[src/rtl/cla_seq_pkg.sv]
// -----------------------------------------------------------------------------
// cla_seq_pkg
// Shared definitions for the serial carry-lookahead adder sequencer:
//   - state_t : sequencer state encoding (IDLE, RUN, DONE_S)
//   - SLICE_W : number of bits consumed per step by the lookahead slice
//   - clog2() : width of the step counter for a given step count
// Optional feature macro used by the sequencer: CLA_SEQ_OVF_EN.
// -----------------------------------------------------------------------------
package cla_seq_pkg;

   typedef enum logic [1:0] {
      IDLE   = 2'd0,
      RUN    = 2'd1,
      DONE_S = 2'd2
   } state_t;

   localparam int SLICE_W = 2;

   // Ceiling log2, never less than 1 so a counter always has at least one bit.
   function automatic int clog2(input int v);
      int r;
      int x;
      r = 0;
      x = v - 1;
      while (x > 0) begin
         r = r + 1;
         x = x >> 1;
      end
      return (r < 1) ? 1 : r;
   endfunction

endpackage

[src/rtl/cla_slice2.sv]
// -----------------------------------------------------------------------------
// cla_slice2
// Purely combinational 2-bit carry-lookahead slice built from generate and
// propagate terms.
// Ports:
//   a[1:0], b[1:0] : operand bits
//   cin            : carry into bit 0
//   sum[1:0]       : slice sum
//   cout           : carry out of bit 1
// -----------------------------------------------------------------------------
module cla_slice2 (
   input  logic [1:0] a,
   input  logic [1:0] b,
   input  logic       cin,
   output logic [1:0] sum,
   output logic       cout
);

   logic g0, g1, p0, p1, c1;

   assign g0 = a[0] & b[0];
   assign g1 = a[1] & b[1];
   assign p0 = a[0] ^ b[0];
   assign p1 = a[1] ^ b[1];

   // Both carries are formed directly from g/p and cin, no ripple.
   assign c1     = g0 | (p0 & cin);
   assign cout   = g1 | (p1 & g0) | (p1 & p0 & cin);
   assign sum[0] = p0 ^ cin;
   assign sum[1] = p1 ^ c1;

endmodule

[src/rtl/cla_serial_sequencer.sv]
// -----------------------------------------------------------------------------
// cla_serial_sequencer
// Performs a WIDTH-bit addition {cout,sum} = a + b + cin by stepping a single
// 2-bit lookahead slice (cla_slice2) over the operands, LSB first, with a
// registered carry linking the steps. One add takes WIDTH/2 step cycles.
// Ports:
//   clk, rst_n : clock, asynchronous active-low reset
//   start      : request, accepted in IDLE or DONE_S
//   a, b, cin  : operands, captured on the accept edge
//   busy       : high while steps are in progress
//   done       : one-cycle pulse when sum/cout are updated
//   sum, cout  : result, held until the next completion
//   ovf        : signed overflow, present only when CLA_SEQ_OVF_EN is defined
// -----------------------------------------------------------------------------
module cla_serial_sequencer
   import cla_seq_pkg::*;
#(
   parameter int WIDTH = 16
) (
   input  logic             clk,
   input  logic             rst_n,
   input  logic             start,
   input  logic [WIDTH-1:0] a,
   input  logic [WIDTH-1:0] b,
   input  logic             cin,
   output logic             busy,
   output logic             done,
   output logic [WIDTH-1:0] sum,
`ifdef CLA_SEQ_OVF_EN
   output logic             ovf,
`endif
   output logic             cout
);

   localparam int N  = WIDTH / SLICE_W;
   localparam int CW = clog2(N);
   localparam logic [CW-1:0] LAST_STEP = CW'(N - 1);

   state_t           state;
   logic [WIDTH-1:0] a_sh;
   logic [WIDTH-1:0] b_sh;
   logic [WIDTH-1:0] psum;
   logic             carry;
   logic [CW-1:0]    cnt;
   logic             accept;

   logic [SLICE_W-1:0] slice_sum;
   logic               slice_cout;
   logic [WIDTH-1:0]   psum_next;

`ifdef CLA_SEQ_OVF_EN
   logic a_msb;
   logic b_msb;
`endif

   cla_slice2 u_slice (
      .a    (a_sh[SLICE_W-1:0]),
      .b    (b_sh[SLICE_W-1:0]),
      .cin  (carry),
      .sum  (slice_sum),
      .cout (slice_cout)
   );

   // New slice bits enter at the top; after N steps the LSB slice has
   // travelled down to bit 0 and the partial sum is complete.
   assign psum_next = {slice_sum, psum[WIDTH-1:SLICE_W]};
   assign accept    = start && ((state == IDLE) || (state == DONE_S));

   always_ff @(posedge clk or negedge rst_n) begin
      if (!rst_n) begin
         state <= IDLE;
         a_sh  <= '0;
         b_sh  <= '0;
         psum  <= '0;
         carry <= 1'b0;
         cnt   <= '0;
         busy  <= 1'b0;
         done  <= 1'b0;
         sum   <= '0;
         cout  <= 1'b0;
`ifdef CLA_SEQ_OVF_EN
         ovf   <= 1'b0;
         a_msb <= 1'b0;
         b_msb <= 1'b0;
`endif
      end else begin
         done <= 1'b0;
         case (state)
            IDLE, DONE_S: begin
               if (accept) begin
                  a_sh  <= a;
                  b_sh  <= b;
                  carry <= cin;
                  cnt   <= '0;
                  busy  <= 1'b1;
                  state <= RUN;
`ifdef CLA_SEQ_OVF_EN
                  a_msb <= a[WIDTH-1];
                  b_msb <= b[WIDTH-1];
`endif
               end else begin
                  busy  <= 1'b0;
                  state <= IDLE;
               end
            end

            RUN: begin
               // start is deliberately ignored here: no queuing of requests.
               a_sh  <= a_sh >> SLICE_W;
               b_sh  <= b_sh >> SLICE_W;
               psum  <= psum_next;
               carry <= slice_cout;
               cnt   <= cnt + 1'b1;
               if (cnt == LAST_STEP) begin
                  sum   <= psum_next;
                  cout  <= slice_cout;
                  done  <= 1'b1;
                  busy  <= 1'b0;
                  state <= DONE_S;
`ifdef CLA_SEQ_OVF_EN
                  // Carry into the MSB is a^b^sum there; xor with carry out.
                  ovf   <= a_msb ^ b_msb ^ slice_sum[SLICE_W-1] ^ slice_cout;
`endif
               end
            end

            default: begin
               busy  <= 1'b0;
               state <= IDLE;
            end
         endcase
      end
   end

endmodule

[config.mk]
export PLATFORM = sky130hd
export DESIGN_NAME = cla_serial_sequencer
export DESIGN_NICKNAME = d
export VERILOG_FILES = /design/src/rtl/cla_seq_pkg.sv /design/src/rtl/cla_slice2.sv /design/src/rtl/cla_serial_sequencer.sv
export SDC_FILE = /design/constraint.sdc
export NUM_CORES = 1
export LEC_CHECK = 0
export ABC_CLOCK_PERIOD_IN_PS = 2700
export CORE_ASPECT_RATIO = 0.7
export CORE_MARGIN = 2
export CORE_UTILIZATION = 55
export DETAILED_ROUTE_END_ITERATION = 8
export GPL_TIMING_DRIVEN = 0
export PLACE_DENSITY_LB_ADDON = 0.2
export SETUP_SLACK_MARGIN = 0.5
export SYNTH_ARGS = -nofsm -noshare
export SYNTH_HDL_FRONTEND = slang
export SYNTH_SLANG_ARGS = --single-unit
[constraint.sdc]
create_clock -name clk -period 2.7 [get_ports clk]
set_input_delay 0.54 -clock clk [delete_from_list [all_inputs] [get_ports clk]]
set_output_delay 0.54 -clock clk [all_outputs]
set_load 0.01 [all_outputs]
* After elaboration in Yosys (flattened, before gate mapping)
Cells that the tools add are included.
Storage, ports and cells: register bits after elaboration 73, input bits 36, output and inout bits 19, logic and storage cells 52
Operators by class: add/subtract/negate cells 1, equal/unequal tests 5, muxes and demuxes 16, bitwise gates (word level) 13, reductions and logical operators 7
Operators by type and width (number):
- one-hot mux 16 bit (2 select lines) | 2
- 2-to-1 mux 16 bit | 2
- AND 1 bit | 6
- 2-to-1 mux 1 bit | 6
- one-hot mux 3 bit (2 select lines) | 1
- inequality test 2 bit (second input constant) | 2
- one-hot mux 1 bit (2 select lines) | 2
- one-hot mux 2 bit (2 select lines) | 1
- AND reduction 2 bit | 2
- bitwise XOR 1 bit | 4
- adder 3 x 1 -> 3 bit (second input constant) | 1
- == test 3 bit (second input constant) | 1
- 2-to-1 mux 3 bit | 1
- bitwise OR 1 bit | 3
- == test 2 x 1 -> 1 bit (second input constant) | 1
- == test 2 bit (second input constant) | 1
- zero test 2 bit | 1
- 2-to-1 mux 2 bit | 1
- nonzero test 2 bit | 1
- OR reduction 2 bit | 1
- logical AND 1 bit | 1
- logical OR 1 bit | 1

* Longest topological paths before layout
Gate-level depths: netlist of run 1.
depth after elaboration 5, gate-level depth with buffers 6

* By module
Synthesis of run 1 repeated with hierarchy kept, for this count alone.
Unflattened totals: cells, all modules 291, area, all modules 3181.8 µm²
By module, submodules not included:
- cla_serial_sequencer | times used 1, cells an instance 280, area each 3099.2 µm², seq. area each 1776.7 µm²
- cla_slice2 | times used 1, cells an instance 11, area each 82.6 µm², seq. area each 0.0 µm²

* Worst setup path before layout of run 1
No wires, ideal clock.
path kind reg-to-reg, start register cnt[0], end register sum[11], arrival 1408 ps, setup slack 1165 ps, stages on the path, launching flop included 6, period minus slack after synthesis 1535 ps, path through dfrtp_1 > ha_1 > ha_1 > nand3b_1 > buf_2 > mux2_1
On the way: longest elaborated chain between the ends 2
Ends and longest elaborated chain:
- from (decl) | line cla_serial_sequencer.sv:44 | logic [CW-1:0] cnt;
- from (signal assigned) | line cla_serial_sequencer.sv:113 | cnt <= cnt + 1'b1;
- == test 3 bit | line cla_serial_sequencer.sv:114 | if (cnt == LAST_STEP) begin
- AND reduction 2 bit (no line)
- to (signal assigned) | line cla_serial_sequencer.sv:115 | sum <= psum_next;
- to (decl) | line cla_serial_sequencer.sv:28 | output logic [WIDTH-1:0] sum,
No other way between the ends. A chain may end at the register's enable or synchronous reset.

* Worst setup path in the final report of run 1
start register sum[7], end output port sum[7]
No word-level cell between the ends.

==> qor.txt, run 1 <==
RUN STATUS
----------------------------------------------------------------------------------
Outcome .............................................................    completed

FLOORPLANNING
----------------------------------------------------------------------------------
Placeable core region ............................................... 0.00520 sq mm
Number of ports placed on the die boundary ..........................           55
Die outline width ...................................................      91.4 um
Initial cell density of the core ....................................        56.6%
Count of standard-cell rows .........................................           22
Die span in y .......................................................      65.2 um
Die Outline Area .................................................... 0.00596 sq mm

TIMING
----------------------------------------------------------------------------------
Peak Freq ...........................................................    0.556 GHz
Final-report setup violation count ..................................            0
Worst-margin pin slew ...............................................     0.856 ns
Post-route worst setup slack ........................................     0.902 ns
Hold Fails Final Rpt ................................................            0
Unrepaired setup endpoints after global routing .....................           no
Min Clock Period, post-route ........................................      1.80 ns
Worst clock skew on the final layout ................................   0.00730 ns
Max-slew violation count ............................................            0
Max-Slew Margin vs Limit ............................................        42.9%
Setup Total Neg Slack ...............................................         0 ns
Fraction of the cycle the final worst path needs ....................        66.6%

ROUTING
----------------------------------------------------------------------------------
DRC errors left .....................................................            0
Per-cell via count in the routed design .............................         5.31
Sum of routed wire length over all layers ...........................      6.02 mm
Total vias in the final route .......................................         2322
Number of nets with antenna violations after routing ................            0
Pre-antenna DRT Iters ...............................................            4
Routed length per placed instance ...................................      13.8 um
Iteration-0 DRC Markers .............................................          190

FINISH
----------------------------------------------------------------------------------
Fraction of final layout cells sized beyond drive strength 1 ........        9.32%
Area growth from synthesis to final layout ..........................        29.0%
Non-filler cells in the finished layout .............................          437
Antenna cells .......................................................            0
Final core utilization ..............................................        72.9%
Number of nets in the finished design ...............................          401

CTS
----------------------------------------------------------------------------------
Post-CTS Resized ....................................................            0
Clock tree sinks ....................................................           71
Setup fix buffers added after clock tree synthesis ..................            0
Clock Latency Late Sink .............................................      0.34 ns
Worst-path clk slew .................................................      0.07 ns
CTS HTree Levels ....................................................            3
# hold bufs at CTS ..................................................            0
Number of buffers created by CTS ....................................            9
Root buf cell ....................................................... sky130_fd_sc_hd__clkbuf_8
TritonCTS clock tree ................................................         done
Max clock buf depth .................................................            2

GRT
----------------------------------------------------------------------------------
Global-route wire length before repair ..............................      10.3 mm
Global Route Usage Sum ..............................................        22.5%
Number of antenna violations at the first check in global routing ...            0
Number of global-route vias before repair ...........................         2235
Largest net degree at the start of global routing ...................           72
Global route total overflow .........................................            0

YOSYS
----------------------------------------------------------------------------------
Sequential-to-total area share from yosys stat ......................        60.4%
Cell with the most instances after synthesis ........................ sky130_fd_sc_hd__nand2_1
Distinct cell type count after synthesis ............................           25
Share of the synthesized area in the top cell type ..................        60.4%
Avg Cell Area, Syn ..................................................   9.98 sq um
Async S/R FF share, synth ...........................................         100%
Synthesized instance count ..........................................          295
Post-synthesis cell type with the largest combined area ............. sky130_fd_sc_hd__dfrtp_1
Synth Flop Type ..................................................... sky130_fd_sc_hd__dfrtp_1
Count of yosys warnings during synthesis ............................            0
Net Count, Synth ....................................................          336
Leading post-synthesis cells by instance count ...................... 98 x sky130_fd_sc_hd__nand2_1, 71 x sky130_fd_sc_hd__dfrtp_1, 28 x sky130_fd_sc_hd__a31oi_1, 28 x sky130_fd_sc_hd__nor2_1, 15 x sky130_fd_sc_hd__buf_2
Cell area after synthesis ........................................... 0.00294 sq mm
Seq cells post-synth ................................................           71
Most area-consuming cells after synthesis ........................... sky130_fd_sc_hd__dfrtp_1 60%, sky130_fd_sc_hd__nand2_1 13%, sky130_fd_sc_hd__a31oi_1 6.0%
Post-synth EDFFs ....................................................            0

CRITICAL PATH
----------------------------------------------------------------------------------
Critical path data arrival time .....................................      1.26 ns
Startpoint Class ....................................................         flop
Family of cells with the greatest summed delay on the critical path . buffers and inverters
Ordered list of cells on the worst path ............................. clkdlybuf4s50_1
CP max stage cell ................................................... sky130_fd_sc_hd__clkdlybuf4s50_1
Crit-path max cell delay ............................................      0.54 ns
Worst Path Class, Setup ............................................. flop to output port
Worst Path Required .................................................      2.16 ns
Worst-path fanout max ...............................................            2
Kind of end point of the critical path ..............................  output port
Sum of buffers and inverters on the critical path ...................            1

PLACEMENT
----------------------------------------------------------------------------------
Placed Instances ....................................................          421
RD Place Congestion .................................................        0.773
DPL Wire Length .....................................................      4.12 mm
Quantity of I/O buffers inserted on ports ...........................           54
Worst setup slack before clock tree synthesis .......................     0.720 ns

RUN
----------------------------------------------------------------------------------
Max cap viols .......................................................            0

POWER AND IR DROP
----------------------------------------------------------------------------------
Worst supply voltage drop on vdd ....................................     0.494 mV
Static Leak .........................................................      1.78 nW
Power after layout ..................................................      4.60 mW
Power density over the cells ........................................ 1210 mW/mm^2

MIN PATH
----------------------------------------------------------------------------------
Class of the most critical hold timing path ......................... primary input to async pin

[worst register-to-register path: cells and delay by family (launching register included)]
family | cells | cell delay (ns)
fa+ha+maj | 2 | 0.42
buf+inv | 1 | 0.26
flops | 1 | 0.40
mux | 1 | 0.35
simple gates | 1 | 0.18
[metrics by stage]
step           cell area (sq um)  hold WS, ns
2_1_floorplan               2940        0.244
3_3_place_gp                3570        0.455
3_5_place_dp                3570        0.471
4_1_cts                     3790        0.329
5_1_grt                     3790        0.388
6_report                    3790        0.312
[state kept, by name, indices dropped and copies added (netlist names)]
signal	cells
sum	16
psum	14
busy	1
cout	1
done	1
state	2
a_sh	16
carry	1
cnt	3
b_sh	16
[cells by family after synthesis]
logic type               Yosys count  share of synthesized area (%)
XOR/XNOR                           1                          0.298
AO/OA/AOI/OAI                     45                           9.86
buffers and inverters             25                           3.95
multiplexers                      14                           5.36
AND/OR/NAND/NOR                  134                           17.8
adder cells (fa/ha/maj)            5                           2.38
flip-flops                        71                           60.4
[power by group]
part           internal, mW  leakage, nW  switching (mW)  total, mW
clock                 0.570        0.114           0.369      0.939
combinational         0.828        0.817           0.952       1.78
sequential             1.58        0.853           0.301       1.88
[layout make-up]
cell class | instances | area, sq um
fill | 385 | 1410
multi-input combinational | 199 | 1050
clock buffer | 13 | 159
clock inverter | 3 | 65.1
tap | 72 | 90.1
buffer | 19 | 93.8
sequential | 71 | 1780
timing repair buffer | 54 | 538
inverter | 6 | 22.5
[metal layers]
metal	vias up	GRT usage, %	part of all wire, %
li1	1107	-	-
met1	1130	32.3	49
met2	74	32.8	43
met3	11	6.31	6.6
met4	0	8.33	1.5
met5	-	0	0
[path summary, 6_finish.rpt]
kind,depth (start not counted),to,slack [ns],start
worst max register to register,5,sum[11],0.98,cnt[0]
worst min register to register,2,psum[3],0.48,psum[3]
max in group asynchronous,1,psum[13],1.84,rst_n
worst min-delay path,1,a_sh[9],0.31,rst_n
worst max-delay path,1,sum[7],0.90,sum[7]
min in group clk,2,psum[3],0.48,psum[3]
[cell usage in the layout (no fill, tap or decap)]
master	instances
sky130_fd_sc_hd__a21o_1	1
sky130_fd_sc_hd__a21oi_1	1
sky130_fd_sc_hd__a22o_1	6
sky130_fd_sc_hd__a31oi_1	28
sky130_fd_sc_hd__and2b_1	1
sky130_fd_sc_hd__buf_2	15
sky130_fd_sc_hd__buf_4	2
sky130_fd_sc_hd__bufinv_16	2
sky130_fd_sc_hd__clkbuf_1	5
sky130_fd_sc_hd__clkbuf_8	11
sky130_fd_sc_hd__clkdlybuf4s50_1	53
sky130_fd_sc_hd__clkinv_2	1
sky130_fd_sc_hd__dfrtp_1	71
sky130_fd_sc_hd__fa_1	1
sky130_fd_sc_hd__ha_1	4
sky130_fd_sc_hd__inv_1	6
sky130_fd_sc_hd__mux2_1	12
sky130_fd_sc_hd__mux2_2	2
sky130_fd_sc_hd__nand2_1	98
sky130_fd_sc_hd__nand2b_1	2
sky130_fd_sc_hd__nand3_1	2
sky130_fd_sc_hd__nand3b_1	1
sky130_fd_sc_hd__nor2_1	28
sky130_fd_sc_hd__nor2_2	1
sky130_fd_sc_hd__nor2b_1	1
sky130_fd_sc_hd__o211ai_1	1
sky130_fd_sc_hd__o21ai_0	7
sky130_fd_sc_hd__o31ai_1	1
sky130_fd_sc_hd__xor2_1	1
Note: power is estimated with default switching activity, not from simulation.
==> inputs of run 2 (changes only) <==
--- a/config.mk
+++ b/config.mk
@@ -5,10 +5,10 @@
 export SDC_FILE = /design/constraint.sdc
 export NUM_CORES = 1
 export LEC_CHECK = 0
-export ABC_CLOCK_PERIOD_IN_PS = 2700
+export ABC_CLOCK_PERIOD_IN_PS = 1800
 export CORE_ASPECT_RATIO = 0.7
 export CORE_MARGIN = 2
-export CORE_UTILIZATION = 55
+export CORE_UTILIZATION = 51
 export DETAILED_ROUTE_END_ITERATION = 8
 export GPL_TIMING_DRIVEN = 0
 export PLACE_DENSITY_LB_ADDON = 0.2
==> constraint.sdc (replaced) <==
create_clock -name clk -period 1.8 [get_ports clk]
set_input_delay 0.36 -clock clk [delete_from_list [all_inputs] [get_ports clk]]
set_output_delay 0.36 -clock clk [all_outputs]
set_load 0.01 [all_outputs]
==> qor.txt, run 2 (same netlist as run 1, synthesis figures left out) <==
ROUTING
-------------------------------------------------------------------------------------
DRC errors left ........................................................            0
Total vias in the final route ..........................................         2359
Number of nets with antenna violations after routing ...................            0
Sum of routed wire length over all layers ..............................      6.70 mm
Pre-antenna DRT Iters ..................................................            4
Routed length per placed instance ......................................      14.8 um
Per-cell via count in the routed design ................................         5.22
Iteration-0 DRC Markers ................................................          181

FINISH
-------------------------------------------------------------------------------------
Largest registers ...................................................... a_sh x16, b_sh x16, sum x16
Commonest non-fill, non-tap cells in the layout ........................ 98 x sky130_fd_sc_hd__nand2_1, 71 x sky130_fd_sc_hd__dfrtp_1, 33 x sky130_fd_sc_hd__clkdlybuf4s50_1, 28 x sky130_fd_sc_hd__nor2_1, 26 x sky130_fd_sc_hd__a31oi_1
Area growth from synthesis to final layout .............................        34.2%
Number of nets in the finished design ..................................          414
Seq. cell area ......................................................... 0.00178 sq mm
Antenna cells ..........................................................            0
Fraction of final layout cells sized beyond drive strength 1 ...........        24.4%
Multi-input logic area ................................................. 0.00116 sq mm
Final core utilization .................................................        70.0%
Post-route cell area ................................................... 0.00395 sq mm
Fill cell count ........................................................          449
Most frequent standard cell in the layout excluding fill and tap cells . sky130_fd_sc_hd__nand2_1

MIN PATH
-------------------------------------------------------------------------------------
Class of the most critical hold timing path ............................ primary input to async pin

FLOORPLANNING
-------------------------------------------------------------------------------------
Count of standard-cell rows ............................................           23
Placeable core region .................................................. 0.00564 sq mm
Die outline width ......................................................      94.8 um
Number of ports placed on the die boundary .............................           55
Die span in y ..........................................................      67.6 um
Initial cell density of the core .......................................        52.2%
Die Outline Area ....................................................... 0.00640 sq mm

TIMING
-------------------------------------------------------------------------------------
Hold Fails Final Rpt ...................................................            0
Fraction of the cycle the final worst path needs .......................        87.3%
Unrepaired setup endpoints after global routing ........................          yes
Min Clock Period, post-route ...........................................      1.57 ns
Final-report setup violation count .....................................            0
Max-slew violation count ...............................................            0
Peak Freq ..............................................................    0.637 GHz
Post-route worst setup slack ...........................................     0.229 ns
Max-Slew Margin vs Limit ...............................................        43.1%
Setup Total Neg Slack ..................................................         0 ns
Worst clock skew on the final layout ...................................   0.00846 ns
Worst-margin pin slew ..................................................     0.853 ns

CRITICAL PATH
-------------------------------------------------------------------------------------
Critical path data arrival time ........................................      1.80 ns
Worst Path Class, Setup ................................................ flop to flop
Kind of end point of the critical path .................................         flop
Worst-path fanout max ..................................................            4
Depth of the most critical reg-to-reg path .............................            6
Startpoint Class .......................................................         flop
Worst Path Required ....................................................      2.03 ns

RUN
-------------------------------------------------------------------------------------
Max cap viols ..........................................................            0

GRT
-------------------------------------------------------------------------------------
Global-route wire length before repair .................................      10.7 mm
Number of antenna violations at the first check in global routing ......            0
Number of global-route vias before repair ..............................         2192
Largest net degree at the start of global routing ......................           72
Global route total overflow ............................................            0
Global Route Usage Sum .................................................        23.0%

RUN STATUS
-------------------------------------------------------------------------------------
Outcome ................................................................    completed

CTS
-------------------------------------------------------------------------------------
Root buf cell .......................................................... sky130_fd_sc_hd__clkbuf_8
Clock tree sinks .......................................................           71
Clock Latency Late Sink ................................................      0.34 ns
Number of buffers created by CTS .......................................            9
Worst-path clk slew ....................................................      0.07 ns
TritonCTS clock tree ...................................................         done
CTS HTree Levels .......................................................            3
Max clock buf depth ....................................................            2

POWER AND IR DROP
-------------------------------------------------------------------------------------
Static Leak ............................................................      1.95 nW
Power density over the cells ........................................... 1830 mW/mm^2
Worst supply voltage drop on vdd .......................................     0.811 mV
Power after layout .....................................................      7.24 mW

PLACEMENT
-------------------------------------------------------------------------------------
DPL Wire Length ........................................................      4.41 mm
Area of placed instances ............................................... 0.00364 sq mm
RD Place Congestion ....................................................        0.801
Quantity of I/O buffers inserted on ports ..............................           54
Worst setup slack before clock tree synthesis ..........................    0.0111 ns

run 2: worst max-delay path, cell delays in order (launching register included):
cell and delay (ns):
sky130_fd_sc_hd__dfrtp_1 0.40, sky130_fd_sc_hd__ha_2 0.21, sky130_fd_sc_hd__ha_4 0.16, sky130_fd_sc_hd__nand3b_1 0.16, sky130_fd_sc_hd__buf_6 0.13, sky130_fd_sc_hd__buf_6 0.11, sky130_fd_sc_hd__mux2_4 0.29
run 2: worst paths after layout:
path | start | endpoint | slack [ns]
setup / recovery | cnt[1] | sum[11] | 0.23
setup reg to reg | cnt[1] | sum[11] | 0.23
max in group asynchronous | rst_n | state[0] | 1.13
hold / removal | rst_n | done | 0.12
hold reg to reg | psum[2] | psum[2] | 0.50
min in group clk | start | b_sh[3] | 0.49
run 2: stage by stage:
step	cells	hold slack (ns)
floorplan	295	0.0644
global placement	424	0.468
detailed placement	424	0.469
CTS	450	0.156
global route	452	0.186
finish	452	0.122
run 2: power by group:
| part | total [mW] | switching, mW | internal [mW] |
|---|---|---|---|
| Clock | 1.28 | 0.571 | 0.706 |
| Sequential | 2.86 | 0.491 | 2.36 |
| Combinational | 3.11 | 1.60 | 1.51 |
| Total | 7.24 | 2.67 | 4.58 |
run 2: routing by layer:
layer / wire length, um / global-route usage (%) / vias up
li1: - / - / 1129
met1: 3130 / 34.0 / 1154
met2: 3040 / 31.9 / 71
met3: 472 / 7.81 / 5
met4: 60 / 7.79 / 0
met5: 0 / 0 / -
run 2: what timing repair did:
| item | in CTS | in global routing |
|---|---|---|
| hold buffers | 0 | 0 |
| pin swaps | 2 | 6 |
| setup endpoints to repair | 70 | 58 |
| gates cloned | 0 | 0 |
| setup buffers | 11 | 2 |
| resized for setup | 98 | 19 |
run 2: layout make-up:
cell class                      instances  area share [%]
Tap cell                               75            2.38
Multi-Input combinational cell        199            29.3
Buffer                                 19            3.83
Sequential cell                        71            45.0
Inverter                                6           0.570
Clock buffer                           12            3.93
Clock inverter                          3            1.08
Timing Repair Buffer                   67            13.9
==> patch, RTL diff (settings of run 1) <==
Set the parameter `WIDTH` to 32 (it was 16).
--- a/src/rtl/cla_serial_sequencer.sv
+++ b/src/rtl/cla_serial_sequencer.sv
@@ -16,5 +16,5 @@
    import cla_seq_pkg::*;
 #(
-   parameter int WIDTH = 16
+   parameter int WIDTH = 32
 ) (
    input  logic             clk,
Ports: changed (resized a, b and sum); port bits go from 55 to 103. The function was not compared with the original's and may differ.
==> patch against run 1 <==
- count of clock-buffer cells in the layout grew 15
- total power grew 93%
- routed wire length grew 110%
- sequential cell count grew 65
- area after synthesis grew 90%
- first-iteration DRC count grew 76%
- combinational power grew 79%
- maximum frequency shrank 4.0%
- non-clock buffer count grew 70
- hold slack lost 0.26 ns
- worst setup slack lost 0.076 ns
- final area grew 93%
==> patch: results <==
yosys:
  yosysUniqueCellTypes: 29
  ys.warnings.count: 0
  ys_top_cells_by_count: "nand2_1, dfrtp_1, nand3_1, a22oi_1, buf_2"
  synth_async_sr_flop_share: 1.00
  yosysSeqAreaShare: 0.610
  syn_nets: 588
  yosys-top-cells-area: "dfrtp_1, nand2_1, a22oi_1"
grt:
  met3_usage: 0.0611
  grt.met1_usage: 0.335
  grt_pass1_wl_mm: 20.7
  use_met2: 0.382
  grt_max_degree: 92
  antenna_found_initial: 0
  track_usage: 0.241
routing:
  vias: 4349
  wl_mm: 12.7
  drt_iter0_markers: 334
  dr.pass1.iters: 5
layout:
  final_nets: 710
  fill_cells: 661
  drive_gt1_frac: 0.120
  utilization: 0.749
  diodes: 0
  largestRegisters: "a_sh (32), b_sh (32), sum (32)"
place:
  hpwl_mm: 8.67
  pre_cts_ws_ns: 0.561
  port_buffers: 102
  gp_congestion: 0.820
critical_path:
  critPathArrivalTime_ns: 1.33
  cp_slowest_cell: "clkdlybuf4s50_1"
  critPathTopFamily: "buffers and inverters"
  crit_fanout: 2
  slowest_delay_ns: 0.58
clock_network:
  clk_pin_slew_ns: 0.05
  clockRootBuffer: "clkbuf_16"
  cts_resized: 0
  clock_path_buffers: 2
  numCtsBuffers: 17
  post_cts_buffers: 0
  clk_latency_ns: 0.41
  htreeDepth: 4
timing:
  skew_ns: 0.00873
  maxSlewHeadroom: 0.647
  fin_crit_sh: 0.694
hold_path:
  hold_path.class: "primary input to asynchronous set/reset pin"
run_status:
  status: "complete, no violations"
pwr:
  leakagePower_nw: 3.52
  switching_share: 0.349
  max-vdd-ir-drop_mv: 0.616
-- patch: changes by cell type after synthesis, moves of 3 or more --
cell / before / now
clkbuf_1: 3 / 13
a22oi_1: 0 / 58
mux2_2: 2 / 20
a31oi_1: 28 / 0
inv_1: 6 / 3
buf_2: 15 / 23
dfrtp_1: 71 / 136
nand2_1: 98 / 149
buf_6: 0 / 4
nand3_1: 2 / 61
nor2_1: 28 / 1
-- patch: path summary, 6_finish.rpt --
path                                  to  slack, ns    start  cells past startpoint
worst min-delay path             sum[14]       0.05    rst_n                      1
worst max-delay path             sum[31]       0.83  sum[31]                      1
worst min register to register   psum[3]       0.48  psum[3]                      2
worst max register to register   sum[10]       1.03   cnt[0]                      5
max in group asynchronous       psum[26]       1.85    rst_n                      2
min in group clk                 psum[3]       0.48  psum[3]                      2
-- patch: cell families (layout without fill, tap and decap cells) --
family                   after synthesis  in the layout  synth area share
AND/OR/NAND/NOR                      222            222             0.170
flip-flops                           136            136             0.610
AO/OA/AOI/OAI                         78             78             0.104
buffers and inverters                 43            176            0.0395
multiplexers                          32             32            0.0641
adder cells (fa/ha/maj)                4              4            0.0103
XOR/XNOR                               1              1           0.00157
-- patch: area by class of cell --
cell class,count,share of cell area
Timing Repair Buffer,103,0.143
Clock inverter,2,0.00136
Inverter,3,0.00154
Sequential cell,136,0.464
Clock buffer,28,0.0732
Buffer,40,0.0285
Tap cell,128,0.0218
Multi-Input combinational cell,337,0.267
-- patch: power groups by stage --
stage	clock network [W]	registers, W	logic (W)
finish	0.00213	0.00353	0.00319
global route	0.00226	0.00363	0.00354
CTS	0.00215	0.00353	0.00322
detailed placement	0	0.00354	0.00318
global placement	0	0.00350	0.00304
floorplan	0	0.00350	0.00197
-- patch: per-stage QoR --
| stage | total power, W | instances | hold slack [ns] | instance area (sq um) | setup TNS, ns |
|---|---|---|---|---|---|
| 4_1_cts | 0.00889 | 777 | 0.0678 | 7340 | 0 |
| 2_1_floorplan | 0.00547 | 516 | 0.244 | 5580 | 0 |
| 3_3_place_gp | 0.00653 | 746 | 0.458 | 6760 | -543.40 |
| 6_report | 0.00885 | 777 | 0.0504 | 7340 | 0 |
| 5_1_grt | 0.00943 | 777 | 0.0789 | 7340 | 0 |
| 3_5_place_dp | 0.00672 | 747 | 0.463 | 6790 | 0 |
-- patch: layer usage --
metal	up-vias	part of all wire	routed length, um
li1	2029	-	-
met1	2167	0.46	5850
met2	142	0.48	6100
met3	11	0.049	625
met4	0	0.010	133
met5	-	0	0
